--- src/rtl/vram_pixel_arbiter.sv ---
// rtl/vram_pixel_arbiter.sv - video RAM write-port arbiter: CPU pixel stores plus rectangle-fill engine
// Optional round-robin contention resolution: define VRAM_ARB_RR_EN.
module vram_pixel_arbiter #(
    parameter int H_RES       = 400,
    parameter int V_RES       = 240,
    parameter int COLOR_WIDTH = 3,
    parameter int ADDR_WIDTH  = 19
) (
    input  logic                   Clock,
    input  logic                   Reset,
    input  logic                   iCpuReq,
    input  logic [15:0]            iCpuCol,
    input  logic [15:0]            iCpuRow,
    input  logic [COLOR_WIDTH-1:0] iCpuColor,
    output logic                   oCpuAck,
    input  logic                   iFillStart,
    input  logic [15:0]            iFillX0,
    input  logic [15:0]            iFillX1,
    input  logic [15:0]            iFillY0,
    input  logic [15:0]            iFillY1,
    input  logic [COLOR_WIDTH-1:0] iFillColor,
    output logic                   oFillBusy,
    output logic                   oFillDone,
    output logic                   oWriteEnable,
    output logic [ADDR_WIDTH-1:0]  oWriteAddress,
    output logic [COLOR_WIDTH-1:0] oWriteData
);

    localparam logic [1:0] S_IDLE  = 2'd0;
    localparam logic [1:0] S_SETUP = 2'd1;
    localparam logic [1:0] S_RUN   = 2'd2;
    localparam logic [1:0] S_DONE  = 2'd3;

    localparam logic [31:0] H_RES32 = 32'(H_RES);
    localparam logic [31:0] V_RES32 = 32'(V_RES);
    localparam logic [15:0] X_MAX   = 16'(H_RES - 1);
    localparam logic [15:0] Y_MAX   = 16'(V_RES - 1);

    logic [1:0]             state;
    logic [15:0]            fx0, fx1, fy0, fy1;
    logic [COLOR_WIDTH-1:0] fill_color;
    logic [15:0]            x_lo, x_hi, y_hi, cur_x, cur_y;
    logic [31:0]            row_base;

    logic [15:0] sx_lo, sx_hi, sy_lo, sy_hi, sx_hi_c, sy_hi_c;
    logic        setup_clip;
    logic        cpu_in_range;
    logic        fill_req, cpu_grant, fill_grant;

    always_comb begin
        sx_lo = (fx0 <= fx1) ? fx0 : fx1;
        sx_hi = (fx0 <= fx1) ? fx1 : fx0;
        sy_lo = (fy0 <= fy1) ? fy0 : fy1;
        sy_hi = (fy0 <= fy1) ? fy1 : fy0;
        sx_hi_c = (sx_hi > X_MAX) ? X_MAX : sx_hi;
        sy_hi_c = (sy_hi > Y_MAX) ? Y_MAX : sy_hi;
        setup_clip = ({16'h0, sx_lo} >= H_RES32) || ({16'h0, sy_lo} >= V_RES32);
    end

    assign cpu_in_range = ({16'h0, iCpuCol} < H_RES32) && ({16'h0, iCpuRow} < V_RES32);
    assign fill_req     = (state == S_RUN);

`ifdef VRAM_ARB_RR_EN
    // Set when the CPU held the port last; the fill gets the next contended slot.
    logic last_cpu;
    assign cpu_grant = iCpuReq && !Reset && !(fill_req && last_cpu);

    always_ff @(posedge Clock) begin
        if (Reset)
            last_cpu <= 1'b0;
        else if (cpu_grant)
            last_cpu <= 1'b1;
        else if (fill_grant)
            last_cpu <= 1'b0;
    end
`else
    assign cpu_grant = iCpuReq && !Reset;
`endif

    assign fill_grant = fill_req && !cpu_grant;
    assign oCpuAck    = cpu_grant;
    assign oFillBusy  = (state != S_IDLE);
    assign oFillDone  = (state == S_DONE);

    always_ff @(posedge Clock) begin
        if (Reset) begin
            state      <= S_IDLE;
            fx0        <= '0;
            fx1        <= '0;
            fy0        <= '0;
            fy1        <= '0;
            fill_color <= '0;
            x_lo       <= '0;
            x_hi       <= '0;
            y_hi       <= '0;
            cur_x      <= '0;
            cur_y      <= '0;
            row_base   <= '0;
        end else begin
            case (state)
                S_IDLE: begin
                    if (iFillStart) begin
                        fx0        <= iFillX0;
                        fx1        <= iFillX1;
                        fy0        <= iFillY0;
                        fy1        <= iFillY1;
                        fill_color <= iFillColor;
                        state      <= S_SETUP;
                    end
                end
                S_SETUP: begin
                    x_lo     <= sx_lo;
                    x_hi     <= sx_hi_c;
                    y_hi     <= sy_hi_c;
                    cur_x    <= sx_lo;
                    cur_y    <= sy_lo;
                    row_base <= H_RES32 * {16'h0, sy_lo};
                    state    <= setup_clip ? S_DONE : S_RUN;
                end
                S_RUN: begin
                    // Cursor only moves on a granted pixel; a CPU win leaves it frozen.
                    if (fill_grant) begin
                        if (cur_x == x_hi) begin
                            if (cur_y == y_hi) begin
                                state <= S_DONE;
                            end else begin
                                cur_x    <= x_lo;
                                cur_y    <= cur_y + 16'd1;
                                row_base <= row_base + H_RES32;
                            end
                        end else begin
                            cur_x <= cur_x + 16'd1;
                        end
                    end
                end
                default: state <= S_IDLE;
            endcase
        end
    end

    always_ff @(posedge Clock) begin
        if (Reset) begin
            oWriteEnable  <= 1'b0;
            oWriteAddress <= '0;
            oWriteData    <= '0;
        end else if (cpu_grant) begin
            oWriteEnable  <= cpu_in_range;
            oWriteAddress <= ADDR_WIDTH'(H_RES32 * {16'h0, iCpuRow} + {16'h0, iCpuCol});
            oWriteData    <= iCpuColor;
        end else if (fill_grant) begin
            oWriteEnable  <= 1'b1;
            oWriteAddress <= ADDR_WIDTH'(row_base + {16'h0, cur_x});
            oWriteData    <= fill_color;
        end else begin
            oWriteEnable  <= 1'b0;
        end
    end

endmodule

--- config.mk ---
export PLATFORM = sky130hd
export DESIGN_NAME = vram_pixel_arbiter
export DESIGN_NICKNAME = d
export VERILOG_FILES = /design/src/rtl/vram_pixel_arbiter.sv
export SDC_FILE = /design/constraint.sdc
export NUM_CORES = 1
export LEC_CHECK = 0
export BUFFER_PORTS_ARGS = -buffer_cell sky130_fd_sc_hd__buf_4
export CAP_MARGIN = 20
export CORE_ASPECT_RATIO = 0.8
export CORE_MARGIN = 2
export CORE_UTILIZATION = 55
export CTS_CLUSTER_DIAMETER = 30
export DETAILED_ROUTE_END_ITERATION = 12
export GPL_TIMING_DRIVEN = 1
export PLACE_DENSITY = 0.78
export SLEW_MARGIN = 40
export SYNTH_ARGS = -nofsm -noshare
export SYNTH_HDL_FRONTEND = slang
export SYNTH_SLANG_ARGS = --single-unit
--- constraint.sdc ---
create_clock -name Clock -period 5.6 [get_ports Clock]
set_input_delay 1.68 -clock Clock [delete_from_list [all_inputs] [get_ports Clock]]
set_output_delay 1.68 -clock Clock [all_outputs]
set_load 0.05 [all_outputs]
# Word level (Yosys, flattened, before mapping)
# Index checks and enable logic that the tools add are counted.
# word_totals
reg_bits	204
input_bits	106
word_cells	85
# op_classes
mul	2
order_cmp	8
reduce_logical	14
mux	30
addsub	5
eq_ne	11
# ops
operator	n
$mux W16	12
$mux W32	3
$pmux W16 S2	2
$pmux W32 S2	1
$add A19 B16 Y19	2
$mux W19	2
$add A16 B1 Y16 const B	2
$add A32 B9 Y32 const B	1
$eq A16 B16 Y1	2
$le A16 B16 Y1	2
$mul A5 B16 Y21 const A	1
$ge A16 B8 Y1 const B	1
$ge A16 B9 Y1 const B	1
$gt A16 B8 Y1 const B	1
$gt A16 B9 Y1 const B	1
$lt A16 B8 Y1 const B	1
$lt A16 B9 Y1 const B	1
$mul A5 B16 Y15 const A	1
$mux W2	4
$reduce_and A4 Y1	2
$mux W3	2
$ne A2 B1 Y1 const B	3
$pmux W2 S3	1
$reduce_bool A2 Y1	3
11 further kinds	18

# Depth between registers and ports, before layout
# Gate-level depths: netlist of run 1.
# logic_depth
ltp_word	6
depth_mapped	22
ltp_nobuf	21

# Worst setup path after synthesis of run 1
# Ideal clock, no wire load.
# synth_timing
path_type	input to register
from	in iCpuRow[4]
to	reg oWriteAddress[17]
setup_slack_ns	0.110
stages	16
arrival_time_ns	5.403
cell_sequence	ha_1 ha_1 inv_1 fa_1 inv_1 ha_1 and3_1 a2111oi_0 xnor2_1 ha_1 and3_1 a31oi_1 a21o_1 or3_1 a311o_1 o31ai_1
# synth_via
elab_chain_cells	3
# synth_lines
element	line	rtl
from (decl)	13	input logic [15:0] iCpuRow,
$mul A5 B16 Y15	148	oWriteAddress <= ADDR_WIDTH'(H_RES32 * {16'h0, iCpuRow} + {16'h0, iCpuCol});
$add A19 B16 Y19	148	
$mux W19	146	end else if (cpu_grant) begin
to (signal assigned)	148	
to (signal assigned)	152	oWriteAddress <= ADDR_WIDTH'(row_base + {16'h0, cur_x});
to (decl)	25	output logic [ADDR_WIDTH-1:0] oWriteAddress,
# No other way between the ends.
# A chain may end at the register's enable or synchronous reset.

# Worst setup path in the final report of run 1
# layout_timing
from	reg fy1[8]
to	reg row_base[18]
# layout_via
elab_chain_cells	4
# layout_lines
element	line	rtl
from (decl)	40	logic [15:0] fx0, fx1, fy0, fy1;
from (signal assigned)	106	fy1 <= iFillY1;
$le A16 B16 Y1	53	sy_lo = (fy0 <= fy1) ? fy0 : fy1;
$mux W16 (*)	53	
$mul A5 B16 Y21 (*)	117	row_base <= H_RES32 * {16'h0, sy_lo};
$pmux W32 S2 (*)	100	case (state)
to (signal assigned)	117	
to (signal assigned)	129	row_base <= row_base + H_RES32;
to (decl)	43	logic [31:0] row_base;
# Every way passes the cells marked *; elsewhere a longest branch is shown, timed or not.

==> flow_summary_export.csv, run 1 <==
group,metric,value,unit
synth,syn-num-nets,1877,
global_routing,grt_use_met2,0.446,
global_routing,grt_use_met1,0.395,
clock_tree,clkSinkCount,187,
layout,fillCellCount,2012,
global_routing,grt_pass1_vias,11323,
synth,ys_seq_area_frac,0.289,
sta,min_period,5.38,ns
global_routing,antenna_found_initial,0,
drt,avgViaCountPerCell,5.88,
floorplanning,rows,50,
critical_path,endpoint_kind,"flop",
synth,synth-async-reset-ratio,0,
min_path,hold_depth,2,
critical_path,setup.worst_path.end,"row_base[18]$_SDFFE_PP0P_",
global_routing,overflow,0,
clock_tree,cts_tree,"yes",
synth,ys_types,79,
status,status,"finished clean",
global_routing,grt_first_pass_wirelength,57200,um
critical_path,cp-start-kind,"flop",
sta,fmax,0.186,GHz
sta,drv_slew,0,
drt,drt-wirelength-per-cell,17.1,um
clock_tree,root_buffer,"clkbuf_16",
synth,yosysTopAreaCellShare,0.289,
pwr,leakage,6.70,nW
layout,antenna_cells,0,
global_routing,track_usage,0.283,
synth,netlist_area,13000,um^2
drt,via_count,12072,
drt,antenna_left,0,
layout,fin_util,0.646,
floorplanning,die_h,141,um
global_routing,busiest_layer,"met2",
synth,synth_edf_count,0,
sta,maxSlewHeadroom,0.455,
sta,fin_skew,0.0175,ns
job,maxCapViolations,0,
layout,fin_nets,1985,
synth,synthFlopType,"dfxtp_1",
placed_design,gp_congestion,0.930,
sta,layout_setup_ws,0.222,ns
pwr,power_density,518,nW/um^2
floorplanning,ios,132,
critical_path,critPathArrivalTime,5.78,ns
synth,syn-instance-count,1621,
critical_path,crit_fanout,15,
floorplanning,dieArea,24800,um^2
layout,drive_above_1_share,0.152,
sta,period_share,0.960,
floorplanning,start_util,0.557,
layout,synthToLayoutAreaGrowth,16.1,%
global_routing,grt_max_degree,87,
sta,hold_viol,0,
synth,yosys.area.top_type,"dfxtp_1",
floorplanning,die_w,176,um
min_path,hp-class,"reg2reg",
drt,drt-initial-drc-count,1063,
layout,fin_area,15000,um^2
drt,drc,0,
synth,yosys_warnings,0,
placed_design,hpwl,25700,um
synth,ys_ff_latch,187,
clock_tree,numCtsBuffers,17,
synth,syn_avg_cell_area,7.99,um^2
drt,wirelength,35100,um
critical_path,r2r-end,"row_base[18]$_SDFFE_PP0P_",
placed_design,pre_cts_slack,-0.259,ns
synth,synth_area_leaders,"dfxtp_1, ha_1, nand2_1",
critical_path,crit_start,"fy1[8]$_SDFFE_PP0P_",
clock_tree,cts_hold_buf,0,
clock_tree,clk_path_buf_depth,2,
critical_path,worstPathRequired,6.00,ns
clock_tree,htreeDepth,4,
sta,setup_violations,0,
pwr,max-vdd-ir-drop,0.272,mV
critical_path,r2r_start,"fy1[8]$_SDFFE_PP0P_",
critical_path,r2r_setup_slack,0.22,ns
critical_path,reg2regPathDepth,21,
drt,first_pass_iters,6,
placed_design,port_buffers,131,
critical_path,crit_type,"reg2reg",
floorplanning,core_area,23300,um^2
sta,rsz0062_at_grt,"yes",
global_routing,grtUsageMet3,0.0442,
placed_design,placed_area,14300,um^2
sta,tightest_slew,0.809,ns
clock_tree,clkTransAtPathRegs,0.08,ns
clock_tree,insertion_delay,0.45,ns
## cells by family after synthesis
kind of cell / count (synthesis) / share of synthesized area
mux: 63 / 0.0513
flops: 187 / 0.289
fa+ha+maj: 150 / 0.156
xor+xnor: 81 / 0.0548
compound gates: 409 / 0.205
simple gates: 515 / 0.180
buf+inv: 216 / 0.0641
## where the power goes
group          switching [W]  internal [W]  leakage [nW]  total, W
logic                0.00263       0.00186          4.88   0.00449
registers           0.000385       0.00167          1.53   0.00205
clock network       0.000606      0.000643         0.288   0.00125
total                0.00362       0.00417          6.70   0.00779
## critical path, cell delays in order (launching register included)
cell       delay (ns)
dfxtp_1          0.38
inv_1            0.07
ha_1             0.30
nand3_1          0.11
buf_4            0.16
nor4_4           0.35
a21boi_4         0.31
o31ai_4          0.12
buf_12           0.18
mux2_2           0.33
ha_1             0.30
ha_1             0.28
inv_1            0.05
fa_1             0.49
inv_1            0.04
ha_1             0.36
nand3_1          0.13
o2111ai_2        0.25
a41oi_2          0.17
or4_1            0.54
o2111ai_1        0.15
o221a_2          0.25
## synthesized netlist by cell type, types with 30 or more instances
| cell type | count |
|---|---|
| xnor2_1 | 30 |
| nor2_1 | 108 |
| nand3_1 | 44 |
| clkbuf_1 | 66 |
| xor2_1 | 51 |
| nand2_1 | 231 |
| a211oi_1 | 60 |
| ha_1 | 131 |
| o21ai_0 | 62 |
| dfxtp_1 | 187 |
| mux2i_1 | 39 |
| a21oi_1 | 153 |
| inv_1 | 129 |
## per-layer routing
| layer | vias to the layer above | share of wire |
|---|---|---|
| met3 | 75 | 0.071 |
| li1 | 5921 | - |
| met1 | 5644 | 0.45 |
| met4 | 0 | 0.025 |
| met5 | - | 0 |
| met2 | 432 | 0.45 |
## state kept, by name, indices dropped and copies added, names as in the netlist
register / cells
row_base: 15
fill_color: 3
x_lo: 16
fy0: 16
fx0: 16
oWriteEnable: 1
fy1: 16
cur_x: 16
fx1: 16
x_hi: 16
oWriteAddress: 19
cur_y: 16
oWriteData: 3
state: 2
y_hi: 16
## placed cells by master, fill, tap and decap left out, types with 13 or more instances in the layout
master and instances:
a211oi_1 59, a21o_1 13, a21oi_1 152, and2_1 20
buf_4 171, clkbuf_16 18, dfxtp_1 186, fa_1 19
ha_1 130, inv_1 129, mux2_2 23, mux2i_1 38
nand2_1 230, nand3_1 44, nor2_1 107, nor3_1 25
nor4_1 20, o211ai_1 17, o21ai_0 62, xnor2_1 30
xor2_1 51
## worst min path at each step
stage | start | end | slack [ns]
after floorplan | fill_color[0]$_SDFFE_PP0P_ | fill_color[0]$_SDFFE_PP0P_ | 0.44
after global placement | fill_color[2]$_SDFFE_PP0P_ | fill_color[2]$_SDFFE_PP0P_ | 0.44
after CTS | fill_color[2]$_SDFFE_PP0P_ | fill_color[2]$_SDFFE_PP0P_ | 0.47
after global routing | fill_color[1]$_SDFFE_PP0P_ | fill_color[1]$_SDFFE_PP0P_ | 0.48
after detailed placement | fill_color[2]$_SDFFE_PP0P_ | fill_color[2]$_SDFFE_PP0P_ | 0.46
final | fill_color[1]$_SDFFE_PP0P_ | fill_color[1]$_SDFFE_PP0P_ | 0.47
## layout make-up
type                    instances  area, um^2  area share
inverters                     131         492      0.0327
flip-flops and latches        187        3740       0.249
clock buffers                  18         429      0.0285
well taps                     312         390      0.0260
repair buffers                174        1340      0.0891
clock inverters                14         174      0.0116
multi-input cells            1218        8460       0.563
## through the flow
step / TNS, ns / hold slack, ns / instances / total power [W]
6_report: 0 / 0.466 / 2054 / 0.00779
5_1_grt: -0.0419 / 0.479 / 2054 / 0.00837
4_1_cts: 0 / 0.470 / 2050 / 0.00764
3_5_place_dp: -0.446 / 0.459 / 2018 / 0.00636
3_3_place_gp: -0.135 / 0.445 / 2018 / 0.00622
2_1_floorplan: 0 / 0.436 / 1621 / 0.00522
## what timing repair did
item,in CTS,in global routing
endpoints found under the setup margin,0,3
setup buffers,0,3
resized for setup,0,10
Note: power is estimated with default switching activity, not from simulation.
==> inputs of run 2 (changes only) <==
ABC_AREA = 1   (was default)
CORE_UTILIZATION = 42   (was 55)
PLACE_DENSITY = default   (was 0.78)
==> run 2 against run 1 <==
Compared with the run above: sequential share of layout area is 0.23 points higher; synthesized cell count is 14% higher; die area is 31% higher; maximum frequency is 3.9% higher; highest routed layer unchanged; sequential power hardly changed; largest power group unchanged; clock-buffer cell count is 3 higher.
==> flow_summary_export.csv, run 2 <==
group,metric,value,unit
synth,synthFlopType,"dfxtp_1",
floorplanning,core_area,30500,um^2
layout,drive_above_1_share,0.117,
clock_tree,htreeDepth,4,
global_routing,grt_first_pass_wirelength,57300,um
synth,syn-num-nets,2102,
sta,period_share,0.924,
layout,fin_nets,2193,
clock_tree,post_cts_resized,0,
placed_design,gp_congestion,0.869,
pwr,swShare,0.500,
drt,drc,0,
floorplanning,dieArea,32400,um^2
clock_tree,clk_path_buf_depth,2,
layout,seqCellArea,3740,um^2
pwr,power_density,580,nW/um^2
pwr,seqPwrFrac,0.235,
job,maxCapViolations,0,
drt,avgViaCountPerCell,5.11,
synth,yosys_warnings,0,
floorplanning,die_h,161,um
global_routing,overflow,0,
sta,fin_skew,0.00986,ns
layout,fillCellCount,3137,
pwr,p_sw,0.00432,W
sta,rsz0062_at_grt,"no",
floorplanning,die_w,201,um
layout,top_register,"oWriteAddress",
drt,drt-wirelength-per-cell,15.1,um
critical_path,endpoint_kind,"flop",
sta,min_period,5.18,ns
placed_design,pre_cts_slack,-0.0189,ns
pwr,clockPowerShare,0.144,
synth,syn_avg_cell_area,7.05,um^2
drt,wirelength,35800,um
status,status,"finished clean",
sta,maxSlewHeadroom,0.415,
sta,drv_slew,0,
pwr,p_comb_frac,0.621,
synth,synth_edf_count,0,
critical_path,crit_type,"in2reg",
global_routing,grt_pass1_vias,11012,
clock_tree,clkTransAtPathRegs,0.07,ns
sta,hold_viol,0,
placed_design,dp.cells,2331,
layout,multiInputGateArea,7860,um^2
global_routing,track_usage,0.219,
layout,largest_reg_flops,19,
clock_tree,cts_hold_buf,0,
synth,synth_area_leaders,"dfxtp_1, ha_1, nand2_1",
min_path,hp-class,"reg2reg",
synth,ys_types,52,
critical_path,critPathArrivalTime,5.55,ns
clock_tree,cts_tree,"yes",
synth,ys_ff_latch,187,
pwr,max-vdd-ir-drop,0.299,mV
clock_tree,cts_setup_buffers,0,
global_routing,grt_max_degree,83,
clock_tree,clkSinkCount,187,
critical_path,cp-start-kind,"primary input",
clock_tree,insertion_delay,0.44,ns
pwr,p_int,0.00432,W
synth,synth-async-reset-ratio,0,
pwr,leakage,7.04,nW
placed_design,port_buffers,131,
sta,setup_violations,0,
floorplanning,rows,57,
placed_design,hpwl,26900,um
synth,synth_most_common_cell,"nand2_1",
sta,fmax,0.193,GHz
synth,yosysTopAreaCellShare,0.287,
floorplanning,ios,132,
floorplanning,start_util,0.428,
drt,first_pass_iters,5,
sta,layout_setup_ws,0.424,ns
layout,final_common_cell,"nand2_1",
synth,synth_common_cells,"nand2_1, inv_1, a21oi_1",
layout,stdcell_count,2362,
layout,synthToLayoutAreaGrowth,14.4,%
synth,syn-instance-count,1846,
critical_path,crit_fanout,6,
drt,antenna_left,0,
synth,yosys.area.top_type,"dfxtp_1",
synth,ys_seq_area_frac,0.287,
drt,via_count,12073,
clock_tree,numCtsBuffers,17,
global_routing,antenna_found_initial,1,
drt,drt-initial-drc-count,776,
layout,final_cell_mix,"nand2_1, inv_1, a21oi_1, o21ai_0, dfxtp_1",
clock_tree,root_buffer,"clkbuf_16",
synth,netlist_area,13000,um^2
sta,tightest_slew,0.876,ns
critical_path,worstPathRequired,5.97,ns
## run 2: cell count changes after synthesis, moves of 21 or more
| cell | before | now |
|---|---|---|
| o21ai_0 | 62 | 190 |
| o21ai_1 | 0 | 29 |
| nor2_1 | 108 | 138 |
| a21oi_1 | 153 | 192 |
| and2_1 | 21 | 0 |
| mux2_2 | 23 | 0 |
| nand2_1 | 231 | 304 |
| a211oi_1 | 60 | 5 |
| mux2i_1 | 39 | 0 |
| inv_1 | 129 | 279 |
## run 2: path summary, 6_finish.rpt
check                                           start                        endpoint  slack, ns  depth (start not counted)
worst max-delay path                       iCpuRow[2]  oWriteAddress[18]$_SDFFE_PP0P_       0.42                         22
worst min register to register  x_hi[14]$_SDFFE_PP0N_           x_hi[14]$_SDFFE_PP0N_       0.45                          2
worst max register to register   fy1[11]$_SDFFE_PP0P_       row_base[18]$_SDFFE_PP0P_       0.81                         25
worst min-delay path            x_hi[14]$_SDFFE_PP0N_           x_hi[14]$_SDFFE_PP0N_       0.45                          2
## run 2: through the flow
stage	util	TNS (ns)	hold slack [ns]	instance area [um^2]	total power, W
3_3_place_gp	0.470	0	0.437	14300	0.00733
3_5_place_dp	0.470	-0.0189	0.443	14300	0.00741
2_1_floorplan	-	0	0.429	13000	0.00618
4_1_cts	0.489	0	0.454	14900	0.00869
5_1_grt	0.489	0	0.463	14900	0.00954
6_report	0.489	0	0.451	14900	0.00863
## run 2: final cells by class
| cell class | count | share of cell area |
|---|---|---|
| inverter | 290 | 0.0731 |
| timing repair buffer | 146 | 0.0736 |
| sequential | 187 | 0.251 |
| clock inverter | 9 | 0.00764 |
| antenna | 1 | 0.000168 |
| tap | 413 | 0.0347 |
| multi-input combinational | 1295 | 0.528 |
| clock buffer | 21 | 0.0316 |
## run 2: worst max-delay path, stage by stage
cell and delay [ns]:
buf_4 0.12, ha_1 0.29, ha_1 0.27, inv_1 0.05
fa_1 0.51, inv_1 0.05, ha_1 0.34, a21oi_1 0.22
o21a_1 0.18, xnor2_1 0.12, ha_1 0.31, a21oi_1 0.16
o21ai_0 0.09, a21oi_1 0.20, nor2_1 0.07, nor2_1 0.17
inv_1 0.06, a31oi_1 0.21, nor2_1 0.08, a21boi_0 0.15
o21ai_1 0.08, a21oi_1 0.11
## run 2: cells by family after synthesis
family | Yosys count | synth area share
AND/OR/NAND/NOR | 561 | 0.183
AO/OA/AOI/OAI | 513 | 0.217
buffers and inverters | 364 | 0.110
flip-flops | 187 | 0.287
adder cells (fa/ha/maj) | 150 | 0.155
XOR/XNOR | 71 | 0.0478
## run 2: per-layer routing
metal,vias to the layer above,global-route usage,part of all wire
met4,0,0.0512,0.013
met3,27,0.0321,0.041
li1,6264,-,-
met1,5542,0.319,0.51
met5,-,0,0
met2,240,0.340,0.44
## run 2: power by group through the flow
stage | Sequential (W) | Combinational, W | Clock, W
floorplan | 0.00209 | 0.00409 | 0
global placement | 0.00205 | 0.00529 | 0
detailed placement | 0.00206 | 0.00536 | 0
CTS | 0.00203 | 0.00540 | 0.00127
global route | 0.00208 | 0.00614 | 0.00132
finish | 0.00203 | 0.00536 | 0.00124
==> inputs of run 3 (changes only) <==
==> constraint.sdc (replaced) <==
create_clock -name Clock -period 5.6 [get_ports Clock]
set_input_delay 0.28 -clock Clock [delete_from_list [all_inputs] [get_ports Clock]]
set_output_delay 0.28 -clock Clock [all_outputs]
set_load 0.05 [all_outputs]
==> run 3 against run 2 <==
Compared with the run above: routed wire length up 0.29%; cell count about the same; die area unchanged; clock power down 6%; clock-buffer cell count up 1.
==> flow_summary_export.csv, run 3 (same netlist as run 2, synthesis figures left out) <==
group,metric,value,unit
layout,top_register,"oWriteAddress",
sta,min_period,4.96,ns
min_path,hp-class,"in2reg",
placed_design,hpwl,27100,um
critical_path,cp-start-kind,"flop",
clock_tree,numCtsBuffers,17,
layout,fin_nets,2192,
min_path,min_to,"fx1[0]$_SDFFE_PP0P_",
layout,seqCellArea,3740,um^2
sta,hold_viol,0,
clock_tree,root_buffer,"clkbuf_16",
critical_path,crit_fanout,45,
critical_path,r2r_setup_slack,0.64,ns
floorplanning,rows,57,
sta,layout_setup_ws,0.636,ns
global_routing,grt_max_degree,117,
layout,drive_above_1_share,0.117,
sta,fin_setup_tns,0,ns
min_path,hold_depth,3,
critical_path,max_stage_delay,0.54,ns
pwr,leakage,7.01,nW
pwr,p_sw,0.00436,W
clock_tree,cts_setup_buffers,0,
sta,period_share,0.887,
layout,multiInputGateArea,7860,um^2
layout,synthToLayoutAreaGrowth,14.0,%
clock_tree,cts_tree,"yes",
critical_path,r2r-end,"row_base[18]$_SDFFE_PP0P_",
global_routing,track_usage,0.221,
pwr,p_int,0.00424,W
sta,fmax,0.201,GHz
drt,drt-initial-drc-count,876,
clock_tree,cts_hold_buf,0,
pwr,swShare,0.507,
clock_tree,clkTransAtPathRegs,0.07,ns
floorplanning,start_util,0.428,
pwr,seqPwrFrac,0.236,
floorplanning,ios,132,
clock_tree,clkSinkCount,187,
floorplanning,core_area,30500,um^2
critical_path,crit_path_frequent_cell,"nand2_1",
pwr,p_comb_frac,0.630,
clock_tree,htreeDepth,4,
job,maxCapViolations,0,
critical_path,worstPathRequired,5.98,ns
layout,antenna_cells,0,
global_routing,grt_first_pass_wirelength,57600,um
critical_path,endpoint_kind,"flop",
placed_design,gp_congestion,0.842,
critical_path,crit_path_top_delay_cell,"o21ai_0",
pwr,power_density,580,nW/um^2
critical_path,reg2regPathDepth,28,
critical_path,r2r_start,"fy1[5]$_SDFFE_PP0P_",
pwr,max-vdd-ir-drop,0.324,mV
placed_design,port_buffers,131,
sta,tightest_slew,0.774,ns
layout,fillCellCount,3130,
drt,drc,0,
critical_path,crit_type,"reg2reg",
drt,antenna_left,0,
global_routing,grt_pass1_vias,11086,
sta,setup_violations,0,
floorplanning,dieArea,32400,um^2
global_routing,antenna_found_initial,1,
clock_tree,clk_path_buf_depth,2,
critical_path,critPathArrivalTime,5.34,ns
drt,avgViaCountPerCell,5.10,
pwr,clockPowerShare,0.134,
drt,first_pass_iters,5,
placed_design,pre_cts_slack,0.686,ns
layout,final_common_cell,"nand2_1",
drt,via_count,12046,
sta,maxSlewHeadroom,0.484,
sta,rsz0062_at_grt,"no",
min_path,hp-start,"iFillX1[0]",
sta,fin_skew,0.0155,ns
drt,wirelength,35900,um
clock_tree,post_cts_resized,0,
global_routing,overflow,0,
clock_tree,insertion_delay,0.45,ns
floorplanning,die_h,161,um
layout,final_cell_mix,"nand2_1, inv_1, a21oi_1, o21ai_0, dfxtp_1",
sta,drv_slew,0,
drt,drt-wirelength-per-cell,15.2,um
floorplanning,die_w,201,um
layout,fin_util,0.487,
status,status,"finished clean",
layout,largest_reg_flops,19,
run 3: changes by cell type in the layout (fill, tap and decap cells not counted), sizes merged:
cell / previous run / this run
diode: 1 / 0
inv: 290 / 289
clkinvlp: 3 / 4
clkinv: 4 / 6
bufinv: 2 / 0
buf: 146 / 145
clkbuf: 21 / 22
run 3: metal layers:
metal | track usage | share of wire
met3 | 0.0379 | 0.038
met4 | 0.0337 | 0.0068
met5 | 0 | 0
met2 | 0.344 | 0.44
met1 | 0.323 | 0.52
run 3: critical path: cells and delay by family, from the launching register on:
kind            cells  cell delay (ns)
buf+inv             3             0.17
flops               1             0.32
fa+ha+maj           5             1.75
simple gates       14             1.33
compound gates      6             1.30
run 3: area by class of cell:
cell class                      count  share of cell area
Multi-Input combinational cell   1295               0.530
Sequential cell                   187               0.252
Tap cell                          413              0.0348
Clock inverter                      9             0.00447
Inverter                          290              0.0733
Timing Repair Buffer              145              0.0736
Clock buffer                       22              0.0320
run 3: how the worst max path moves through the flow:
stage                               startpoint                         to  slack, ns  cells past startpoint
after floorplan           fy1[11]$_SDFFE_PP0P_  row_base[18]$_SDFFE_PP0P_       1.10                     30
after global placement     fy1[7]$_SDFFE_PP0P_  row_base[18]$_SDFFE_PP0P_       0.77                     28
after detailed placement   fy1[7]$_SDFFE_PP0P_  row_base[18]$_SDFFE_PP0P_       0.69                     28
after CTS                 fy1[11]$_SDFFE_PP0P_  row_base[18]$_SDFFE_PP0P_       0.65                     28
after global routing       fy1[7]$_SDFFE_PP0P_  row_base[18]$_SDFFE_PP0P_       0.14                     28
final                      fy1[5]$_SDFFE_PP0P_  row_base[18]$_SDFFE_PP0P_       0.64                     28
run 3: power groups by stage:
| stage | combinational [W] | sequential (W) | clock [W] |
|---|---|---|---|
| final | 0.00542 | 0.00203 | 0.00116 |
| after global routing | 0.00623 | 0.00207 | 0.00124 |
| after CTS | 0.00549 | 0.00202 | 0.00118 |
| after detailed placement | 0.00545 | 0.00205 | 0 |
| after global placement | 0.00540 | 0.00205 | 0 |
| after floorplan | 0.00409 | 0.00209 | 0 |
run 3: metrics by stage:
stage / power [W] / instances / instance area [um^2] / hold slack (ns)
finish: 0.00861 / 2361 / 14800 / 0.0894
CTS: 0.00869 / 2361 / 14800 / 0.0825
floorplan: 0.00618 / 1846 / 13000 / 0.391
detailed placement: 0.00750 / 2330 / 14300 / 0.443
global placement: 0.00745 / 2330 / 14300 / 0.438
global route: 0.00954 / 2361 / 14800 / 0.0948
